[config.mk]
export PLATFORM = sky130hd
export DESIGN_NAME = dmem_arbiter_flat
export DESIGN_NICKNAME = d
export VERILOG_FILES = /design/src/rtl/dmem_arbiter_if.sv /design/src/rtl/dmem_arbiter.sv /design/src/flat_wrapper.sv
export SDC_FILE = /design/constraint.sdc
export NUM_CORES = 1
export LEC_CHECK = 0
export CORE_AREA = 3 3 92 94
export CTS_BUF_LIST = sky130_fd_sc_hd__clkbuf_8
export CTS_CLUSTER_SIZE = 10
export DETAILED_ROUTE_END_ITERATION = 10
export DIE_AREA = 0 0 95 97
export PLACE_DENSITY = 0.7
export SLEW_MARGIN = 20
export SYNTH_ARGS = -nofsm -noshare
export SYNTH_HDL_FRONTEND = slang
export SYNTH_SLANG_ARGS = --single-unit
[constraint.sdc]
create_clock -name clock -period 1.02 [get_ports clock]
set_input_delay 0.102 -clock clock [delete_from_list [all_inputs] [get_ports clock]]
set_output_delay 0.102 -clock clock [all_outputs]
set_load 0.03 [all_outputs]
[src/rtl/dmem_arbiter_if.sv]
// Signal bundle around dmem_arbiter: CPU data port, peripheral port and the RAM port.
// The arbiter takes the slave view. The requesters and the RAM take the master view.
interface dmem_arbiter_if #(
    parameter int ADDR_W = 12,
    parameter int DATA_W = 32
);
    logic              cpu_req;
    logic              cpu_we;
    logic [ADDR_W-1:0] cpu_addr;
    logic [DATA_W-1:0] cpu_wdata;
    logic              cpu_gnt;
    logic              cpu_rvalid;
    logic [DATA_W-1:0] cpu_rdata;

    logic              per_req;
    logic              per_we;
    logic [ADDR_W-1:0] per_addr;
    logic [DATA_W-1:0] per_wdata;
    logic              per_gnt;
    logic              per_rvalid;
    logic [DATA_W-1:0] per_rdata;

    logic              ram_wEn;
    logic [ADDR_W-1:0] ram_addr;
    logic [DATA_W-1:0] ram_dataIn;
    logic [DATA_W-1:0] ram_dataOut;

    modport slave (
        input  cpu_req, cpu_we, cpu_addr, cpu_wdata,
        output cpu_gnt, cpu_rvalid, cpu_rdata,
        input  per_req, per_we, per_addr, per_wdata,
        output per_gnt, per_rvalid, per_rdata,
        output ram_wEn, ram_addr, ram_dataIn,
        input  ram_dataOut
    );

    modport master (
        output cpu_req, cpu_we, cpu_addr, cpu_wdata,
        input  cpu_gnt, cpu_rvalid, cpu_rdata,
        output per_req, per_we, per_addr, per_wdata,
        input  per_gnt, per_rvalid, per_rdata,
        input  ram_wEn, ram_addr, ram_dataIn,
        output ram_dataOut
    );
endinterface

[src/rtl/dmem_arbiter.sv]
// Single-port data RAM arbiter: CPU has priority, and the peripheral gets a forced slot
// after MAX_WAIT consecutive denied cycles. Read data returns one cycle after the grant.
module dmem_arbiter #(
    parameter int ADDR_W   = 12,
    parameter int DATA_W   = 32,
    parameter int MAX_WAIT = 4
) (
    input  logic            clock,
    input  logic            reset,
    dmem_arbiter_if.slave   bus
);
    localparam int                WAIT_W   = $clog2(MAX_WAIT + 1);
    localparam logic [WAIT_W-1:0] WAIT_MAX = WAIT_W'(MAX_WAIT);

    localparam logic [1:0] OWN_NONE = 2'd0;
    localparam logic [1:0] OWN_CPU  = 2'd1;
    localparam logic [1:0] OWN_PER  = 2'd2;

    localparam logic [0:0] MODE_CPU_PRI   = 1'b0;
    localparam logic [0:0] MODE_PER_FORCE = 1'b1;

    logic [WAIT_W-1:0] wait_cnt_q, wait_cnt_d;
    logic [1:0]        rd_owner_q, rd_owner_d;
    logic [0:0]        arb_mode;
    logic              cpu_win;
    logic              per_win;

    // Grants are combinational and gated by reset, so nothing reaches the RAM while reset is held.
    // NOTE: every signal assigned in an always_comb gets a default first, so no path can infer a latch.
    always_comb begin : arbitrate
        arb_mode = (wait_cnt_q >= WAIT_MAX) ? MODE_PER_FORCE : MODE_CPU_PRI;
        cpu_win  = 1'b0;
        per_win  = 1'b0;
        if (reset) begin
            if (bus.cpu_req && bus.per_req) begin
                per_win = (arb_mode == MODE_PER_FORCE);
                cpu_win = (arb_mode == MODE_CPU_PRI);
            end else begin
                cpu_win = bus.cpu_req;
                per_win = bus.per_req;
            end
        end
        bus.cpu_gnt = cpu_win;
        bus.per_gnt = per_win;
    end

    always_comb begin : ram_mux
        bus.ram_wEn    = 1'b0;
        bus.ram_addr   = '0;
        bus.ram_dataIn = '0;
        if (cpu_win) begin
            bus.ram_wEn    = bus.cpu_we;
            bus.ram_addr   = bus.cpu_addr;
            bus.ram_dataIn = bus.cpu_wdata;
        end else if (per_win) begin
            bus.ram_wEn    = bus.per_we;
            bus.ram_addr   = bus.per_addr;
            bus.ram_dataIn = bus.per_wdata;
        end
    end

    // The starvation count only runs while the peripheral is requesting and losing.
    always_comb begin : next_state
        wait_cnt_d = wait_cnt_q;
        if (!bus.per_req || per_win) begin
            wait_cnt_d = '0;
        end else if (wait_cnt_q != WAIT_MAX) begin
            wait_cnt_d = wait_cnt_q + WAIT_W'(1);
        end

        rd_owner_d = OWN_NONE;
        if (cpu_win && !bus.cpu_we) begin
            rd_owner_d = OWN_CPU;
        end else if (per_win && !bus.per_we) begin
            rd_owner_d = OWN_PER;
        end
    end

    // NOTE: sequential state uses non-blocking assignments so all flops update from pre-edge values.
    always_ff @(posedge clock or negedge reset) begin
        if (!reset) begin
            wait_cnt_q <= '0;
            rd_owner_q <= OWN_NONE;
        end else begin
            wait_cnt_q <= wait_cnt_d;
            rd_owner_q <= rd_owner_d;
        end
    end

    // The RAM data bus is steered to whichever port issued the read in the previous cycle.
    always_comb begin : read_return
        bus.cpu_rvalid = (rd_owner_q == OWN_CPU);
        bus.per_rvalid = (rd_owner_q == OWN_PER);
        bus.cpu_rdata  = bus.cpu_rvalid ? bus.ram_dataOut : '0;
        bus.per_rdata  = bus.per_rvalid ? bus.ram_dataOut : '0;
    end

    grant_onehot: assert property (@(posedge clock) disable iff (!reset)
        !(bus.cpu_gnt && bus.per_gnt));

    grant_needs_req: assert property (@(posedge clock) disable iff (!reset)
        (!bus.cpu_gnt || bus.cpu_req) && (!bus.per_gnt || bus.per_req));

    wait_bounded: assert property (@(posedge clock) disable iff (!reset)
        wait_cnt_q <= WAIT_MAX);

    owner_legal: assert property (@(posedge clock) disable iff (!reset)
        rd_owner_q != 2'd3);
endmodule

[src/flat_wrapper.sv]
// flat-port wrapper written by rule: the top's interface ports become plain ports
module dmem_arbiter_flat 
#(
    parameter int ADDR_W   = 12,
    parameter int DATA_W   = 32,
    parameter int MAX_WAIT = 4
)
  (clock, reset, bus_cpu_req, bus_cpu_we, bus_cpu_addr, bus_cpu_wdata, bus_cpu_gnt, bus_cpu_rvalid, bus_cpu_rdata, bus_per_req, bus_per_we, bus_per_addr, bus_per_wdata, bus_per_gnt, bus_per_rvalid, bus_per_rdata, bus_ram_wEn, bus_ram_addr, bus_ram_dataIn, bus_ram_dataOut);
  dmem_arbiter_if #(.ADDR_W(ADDR_W), .DATA_W(DATA_W)) bus_i ();
  input  logic clock;
  input  logic reset;
  input wire logic [$bits(bus_i.cpu_req)-1:0] bus_cpu_req;
  input wire logic [$bits(bus_i.cpu_we)-1:0] bus_cpu_we;
  input wire logic [$bits(bus_i.cpu_addr)-1:0] bus_cpu_addr;
  input wire logic [$bits(bus_i.cpu_wdata)-1:0] bus_cpu_wdata;
  output wire logic [$bits(bus_i.cpu_gnt)-1:0] bus_cpu_gnt;
  output wire logic [$bits(bus_i.cpu_rvalid)-1:0] bus_cpu_rvalid;
  output wire logic [$bits(bus_i.cpu_rdata)-1:0] bus_cpu_rdata;
  input wire logic [$bits(bus_i.per_req)-1:0] bus_per_req;
  input wire logic [$bits(bus_i.per_we)-1:0] bus_per_we;
  input wire logic [$bits(bus_i.per_addr)-1:0] bus_per_addr;
  input wire logic [$bits(bus_i.per_wdata)-1:0] bus_per_wdata;
  output wire logic [$bits(bus_i.per_gnt)-1:0] bus_per_gnt;
  output wire logic [$bits(bus_i.per_rvalid)-1:0] bus_per_rvalid;
  output wire logic [$bits(bus_i.per_rdata)-1:0] bus_per_rdata;
  output wire logic [$bits(bus_i.ram_wEn)-1:0] bus_ram_wEn;
  output wire logic [$bits(bus_i.ram_addr)-1:0] bus_ram_addr;
  output wire logic [$bits(bus_i.ram_dataIn)-1:0] bus_ram_dataIn;
  input wire logic [$bits(bus_i.ram_dataOut)-1:0] bus_ram_dataOut;
  assign bus_i.cpu_req = bus_cpu_req;
  assign bus_i.cpu_we = bus_cpu_we;
  assign bus_i.cpu_addr = bus_cpu_addr;
  assign bus_i.cpu_wdata = bus_cpu_wdata;
  assign bus_cpu_gnt = bus_i.cpu_gnt;
  assign bus_cpu_rvalid = bus_i.cpu_rvalid;
  assign bus_cpu_rdata = bus_i.cpu_rdata;
  assign bus_i.per_req = bus_per_req;
  assign bus_i.per_we = bus_per_we;
  assign bus_i.per_addr = bus_per_addr;
  assign bus_i.per_wdata = bus_per_wdata;
  assign bus_per_gnt = bus_i.per_gnt;
  assign bus_per_rvalid = bus_i.per_rvalid;
  assign bus_per_rdata = bus_i.per_rdata;
  assign bus_ram_wEn = bus_i.ram_wEn;
  assign bus_ram_addr = bus_i.ram_addr;
  assign bus_ram_dataIn = bus_i.ram_dataIn;
  assign bus_i.ram_dataOut = bus_ram_dataOut;
  dmem_arbiter #(.ADDR_W(ADDR_W), .DATA_W(DATA_W), .MAX_WAIT(MAX_WAIT)) u_core (.clock(clock), .reset(reset), .bus(bus_i));
endmodule
==> results.md, run 1 <==
- Run status: finished, violations left
- Failing checks: setup timing
- Final Wtd Congestion: 0.782
- Final hold viol count: 0
- Netlist cell types: 21
- Congestion Overflow GR: 0
- Final #Nets: 540
- CTS buffer count: 3
- Critical Path AT: 1460 ps
- Fraction of the mapped netlist area in simple logic gates: 0.394
- RSZ-0062 raised after global routing: true
- Maximum fanout along the worst path: 29
- Xor/xnor cell area share of the yosys netlist: 0.00719
- Placed cells: 486
- Clk buf depth: 2
- Clock-pin slew on the worst setup and hold paths: 30 ps
- Final period util: 1.53
- Syn Area/Cell: 8.01 µm²
- Final setup vio count: 117
- Power Dens Cells: 559 nW/µm²
- Most common cell after layout, fill and taps aside: clkdlybuf4s50_1
- Synth warn: 0
- Mux share of post-synthesis cell area: 0.00822
- Maxcap violations: 0
- Final hold slack: 442 ps
- CP endpoint kind: output pin
- Cell Rows: 32
- Via Count: 2246
- Fin Clk Skew: 1.41 ps
- LEAKAGE: 2.33 nW
- First-pass GRT wire length: 13800 µm
- Die height: 97 µm
- Die W: 95 µm
- Routed WL: 9640 µm
- Filler Cell Count: 594
- Crit path time final: 1560 ps
- P&R area growth vs syn: 314%
- Seq cells post-synth: 5
- CTS tree: yes
- Register area: 125 µm²
- Post-route DRC: 0
- Root Buffer: clkbuf_8
- N_diodes: 0
- First-pass detailed-route iteration total: 3
- Most frequent cells in the layout: clkdlybuf4s50_1, buf_6, and2_4
- CP startpoint kind: register
- Finished layout cell area: 5050 µm²
- Post-Syn Area: 1220 µm²
- CP Class: register to output pin
- Die footprint: 9220 µm²
- Starting Density: 0.158
- Dpl cell area: 4070 µm²
- Vias in the first global route: 2499
- Ratio of cells with drive above 1 in the final layout: 0.669
- Via density: 4.38
- Fmax: 642 MHz
- Worst min path class: input port to register
- Largest family of logic cells by synthesized area: simple AND/OR/NAND/NOR gates
- Area of the multi-input gates: 1570 µm²
- Clk_lat worst skew: 210 ps
- Dpl ws: -583 ps
- VDD IR max: 0.000314 V
- Fin worst setup slack: -539 ps
- Core area: 7730 µm²
- WP data required: 920 ps
- CTS sink count: 5
- H-Tree Depth: 1
- Num ports: 239
- Synth Area in Compound Gates: 0.344
- Drt initial violations: 10
- Final Util: 0.653
- Antenna Violating Nets Remaining: 0
- Syn nets: 280
- Port buffer count: 238
- DR WL/cell: 18.8 µm
- Seq/Total Area, Yosys: 0.103
- Initial antenna violation count: 0
- Synth Instances: 152
- Post-Synth Adder-Cell Area: 0.0206
- Setup TNS: -50110 ps
- Slew headroom: 0.859
- Final HPWL DP: 7150 µm
- Fin cells: 513
- Worst Tran Pin Value: 211 ps
- Pwr Total: 2.82 mW
- Gr usage total: 0.193
- Largest net degree at the start of global routing: 30
- Slew Limit Fails: 0
[worst max-delay path: stages, from the launching register on]
cell     delay, ps
dfrtp_1        420
inv_2           60
a21oi_4        190
buf_12         250
a22o_4         190
buf_12         110
[timing repair]
item / in CTS / in global routing
gates cloned: 7 / 4
endpoints found under the hold margin: 5 / 0
hold buffers: 1 / 0
resized for setup: 132 / 32
pin swaps: 23 / 12
setup buffers: 8 / 7
endpoints found under the setup margin: 118 / 118
[metal layers]
layer  track usage  vias to the layer above  routed length, µm
li1              -                     1067                  -
met1         0.180                     1015               2930
met2         0.381                      150               5290
met3        0.0762                       14               1230
met4        0.0466                        0                194
met5             0                        -                  0
[power by group]
part	switching, mW	internal [mW]
sequential	0.0186	0.214
clock	0.0840	0.257
combinational	0.930	1.32
total	1.03	1.79
[registers in the layout, indices dropped and copies added, names as in the netlist]
register	flops
u_core.wait_cnt_q	3
u_core.rd_owner_q	2
[path summary, 6_finish.rpt]
check                                startpoint                   end  slack, ps  depth (start not counted)
setup / recovery           u_core.wait_cnt_q[2]      bus_ram_addr[11]       -540                          5
hold / removal                      bus_per_req  u_core.wait_cnt_q[2]        440                          3
setup reg to reg           u_core.wait_cnt_q[1]  u_core.wait_cnt_q[1]       -110                          5
hold reg to reg            u_core.wait_cnt_q[1]  u_core.wait_cnt_q[1]        710                          2
max in group asynchronous                 reset  u_core.wait_cnt_q[0]        410                          3
min in group asynchronous                 reset  u_core.wait_cnt_q[2]        510                          3
[cells in the mapped netlist, drive strengths merged]
cell type,number,area (µm²)
nor4b,1,15.0
and2,64,400
a21oi,2,25.0
xnor2,1,8.76
clkbuf,4,15.0
nor2b,3,18.8
buf,12,124
mux2i,1,10.0
and2b,1,7.51
inv,3,11.3
a22o,45,394
nor2,2,7.51
ha,2,25.0
dfrtp,5,125
nand2,4,15.0
nor3b,2,15.0
[cell families (layout without fill, tap and decap cells)]
family                   count (synthesis)  in the layout
adder cells (fa/ha/maj)                  2              2
AND/OR/NAND/NOR                         77             77
multiplexers                             1              1
buffers and inverters                   19            278
flip-flops                               5              5
XOR/XNOR                                 1              1
AO/OA/AOI/OAI                           47             47
[final cells by class]
cell class,instances,area share
clock buffer,3,0.00818
tap,102,0.0253
inverter,3,0.00223
multi-input combinational,128,0.312
sequential,5,0.0248
clock inverter,1,0.000744
timing repair buffer,271,0.627
Note: power is estimated with default switching activity, not from simulation.
==> inputs of run 2 (changes only) <==
CTS_BUF_LIST = unset   (was sky130_fd_sc_hd__clkbuf_8)
==> results.md, run 2 (synthesis results as in run 1) <==
- Run status: finished, violations left
- Failing checks: setup timing
- Congestion Overflow GR: 0
- N_diodes: 0
- CTS tree: yes
- Vias in the first global route: 2499
- Path depth of the worst reg2reg path: 5
- Register area: 125 µm²
- Fin Clk Skew: 1.30 ps
- Min-delay src: bus_per_req
- Cell Rows: 32
- Gr usage total: 0.193
- CTS buffer count: 3
- H-Tree Depth: 1
- Placed cells: 486
- Ratio of cells with drive above 1 in the final layout: 0.669
- P&R area growth vs syn: 314%
- Fin cells: 513
- Die height: 97 µm
- Starting Density: 0.158
- Final setup vio count: 117
- WP data required: 920 ps
- Maximum fanout along the worst path: 29
- Via Count: 2246
- Core area: 7730 µm²
- Clk buf depth: 2
- Fin worst setup slack: -539 ps
- Fmax: 642 MHz
- Power Dens Cells: 561 nW/µm²
- Worst r2r src: u_core.wait_cnt_q[1]
- Top Registers: u_core.wait_cnt_q: 3 flops, u_core.rd_owner_q: 2 flops
- Post-route DRC: 0
- Pwr Total: 2.83 mW
- Clock-pin slew on the worst setup and hold paths: 30 ps
- Worst r2r dst: u_core.wait_cnt_q[1]
- Hold Path Depth: 3
- Drt initial violations: 10
- LEAKAGE: 2.33 nW
- Final period util: 1.53
- Final HPWL DP: 7150 µm
- Final Wtd Congestion: 0.782
- Final Util: 0.653
- CP endpoint kind: output pin
- Die footprint: 9220 µm²
- Port buffer count: 238
- DR WL/cell: 18.8 µm
- CP Class: register to output pin
- Worst Setup EP: bus_ram_addr[11]
- Routed WL: 9640 µm
- Most frequent cells in the layout: clkdlybuf4s50_1, buf_6, and2_4
- Reg with most FFs: u_core.wait_cnt_q
- Final #Nets: 540
- First-pass detailed-route iteration total: 3
- Initial antenna violation count: 0
- Worst min path class: input port to register
- Area of the multi-input gates: 1570 µm²
- CTS sink count: 5
- Setup crit start: u_core.wait_cnt_q[2]
- First-pass GRT wire length: 13800 µm
- VDD IR max: 0.000313 V
- Via density: 4.38
- CP startpoint kind: register
- Antenna Violating Nets Remaining: 0
- R2R Setup Slk: -110 ps
- Maxcap violations: 0
- Worst Tran Pin Value: 211 ps
- RSZ-0062 raised after global routing: true
- Final hold viol count: 0
- Slew headroom: 0.859
- Most common cell after layout, fill and taps aside: clkdlybuf4s50_1
- Root Buffer: clkbuf_8
- Filler Cell Count: 594
- Flip-flop count of the largest register after layout: 3
- Crit path time final: 1560 ps
- Slew Limit Fails: 0
- Largest net degree at the start of global routing: 30
- Critical Path AT: 1460 ps
- Clk_lat worst skew: 210 ps
- Die W: 95 µm
- Num ports: 239
-- run 2: per-layer routing --
metal | part of all wire | vias up | global-route usage
met3 | 0.13 | 14 | 0.0762
li1 | - | 1067 | -
met2 | 0.55 | 150 | 0.381
met4 | 0.020 | 0 | 0.0466
met5 | 0 | - | 0
met1 | 0.30 | 1015 | 0.180
-- run 2: power by group --
part	internal (mW)	switching [mW]
logic	1.32	0.930
clock network	0.267	0.0838
registers	0.214	0.0186
-- run 2: critical path, stage by stage, from the launching register on --
cell and delay [ps]:
dfrtp_1 420, inv_2 60, a21oi_4 190, buf_12 250
a22o_4 190, buf_12 110
-- run 2: how the worst min path moves through the flow --
stage | slack [ps] | end
after global routing | 460 | u_core.wait_cnt_q[2]
after floorplan | -190 | u_core.rd_owner_q[0]
final | 440 | u_core.wait_cnt_q[2]
after detailed placement | 450 | u_core.wait_cnt_q[2]
after global placement | 440 | u_core.wait_cnt_q[2]
after CTS | 440 | u_core.wait_cnt_q[2]
-- run 2: final cells by class --
cell class / count / area share
flip-flops and latches: 5 / 0.0248
inverters: 3 / 0.00223
clock buffers: 4 / 0.00893
well taps: 102 / 0.0253
multi-input cells: 128 / 0.312
repair buffers: 271 / 0.627
-- run 2: repair_timing --
item                                    CTS  global route
setup buffers                             8             7
hold buffers                              1             0
endpoints found under the hold margin     5             0
cloned                                    7             4
endpoints found under the setup margin  118           118
pin swaps                                23            12
resized for setup                       132            32
-- run 2: per-stage QoR --
step / hold WS, ps / setup TNS (ps) / area, µm² / setup WS, ps
after CTS: 440 / -51490 / 4840 / -544
after floorplan: -194 / -7720 / 1800 / -153
after global routing: 458 / -55710 / 5050 / -590
after global placement: 444 / -34040 / 4070 / -559
after detailed placement: 447 / -35120 / 4070 / -583
final: 442 / -50110 / 5050 / -539
==> inputs of run 3 (changes only) <==
CAP_MARGIN = 20   (was unset)
==> results of run 3 <==
No change in the layout: final DEF, timing and power equal those of run 2.
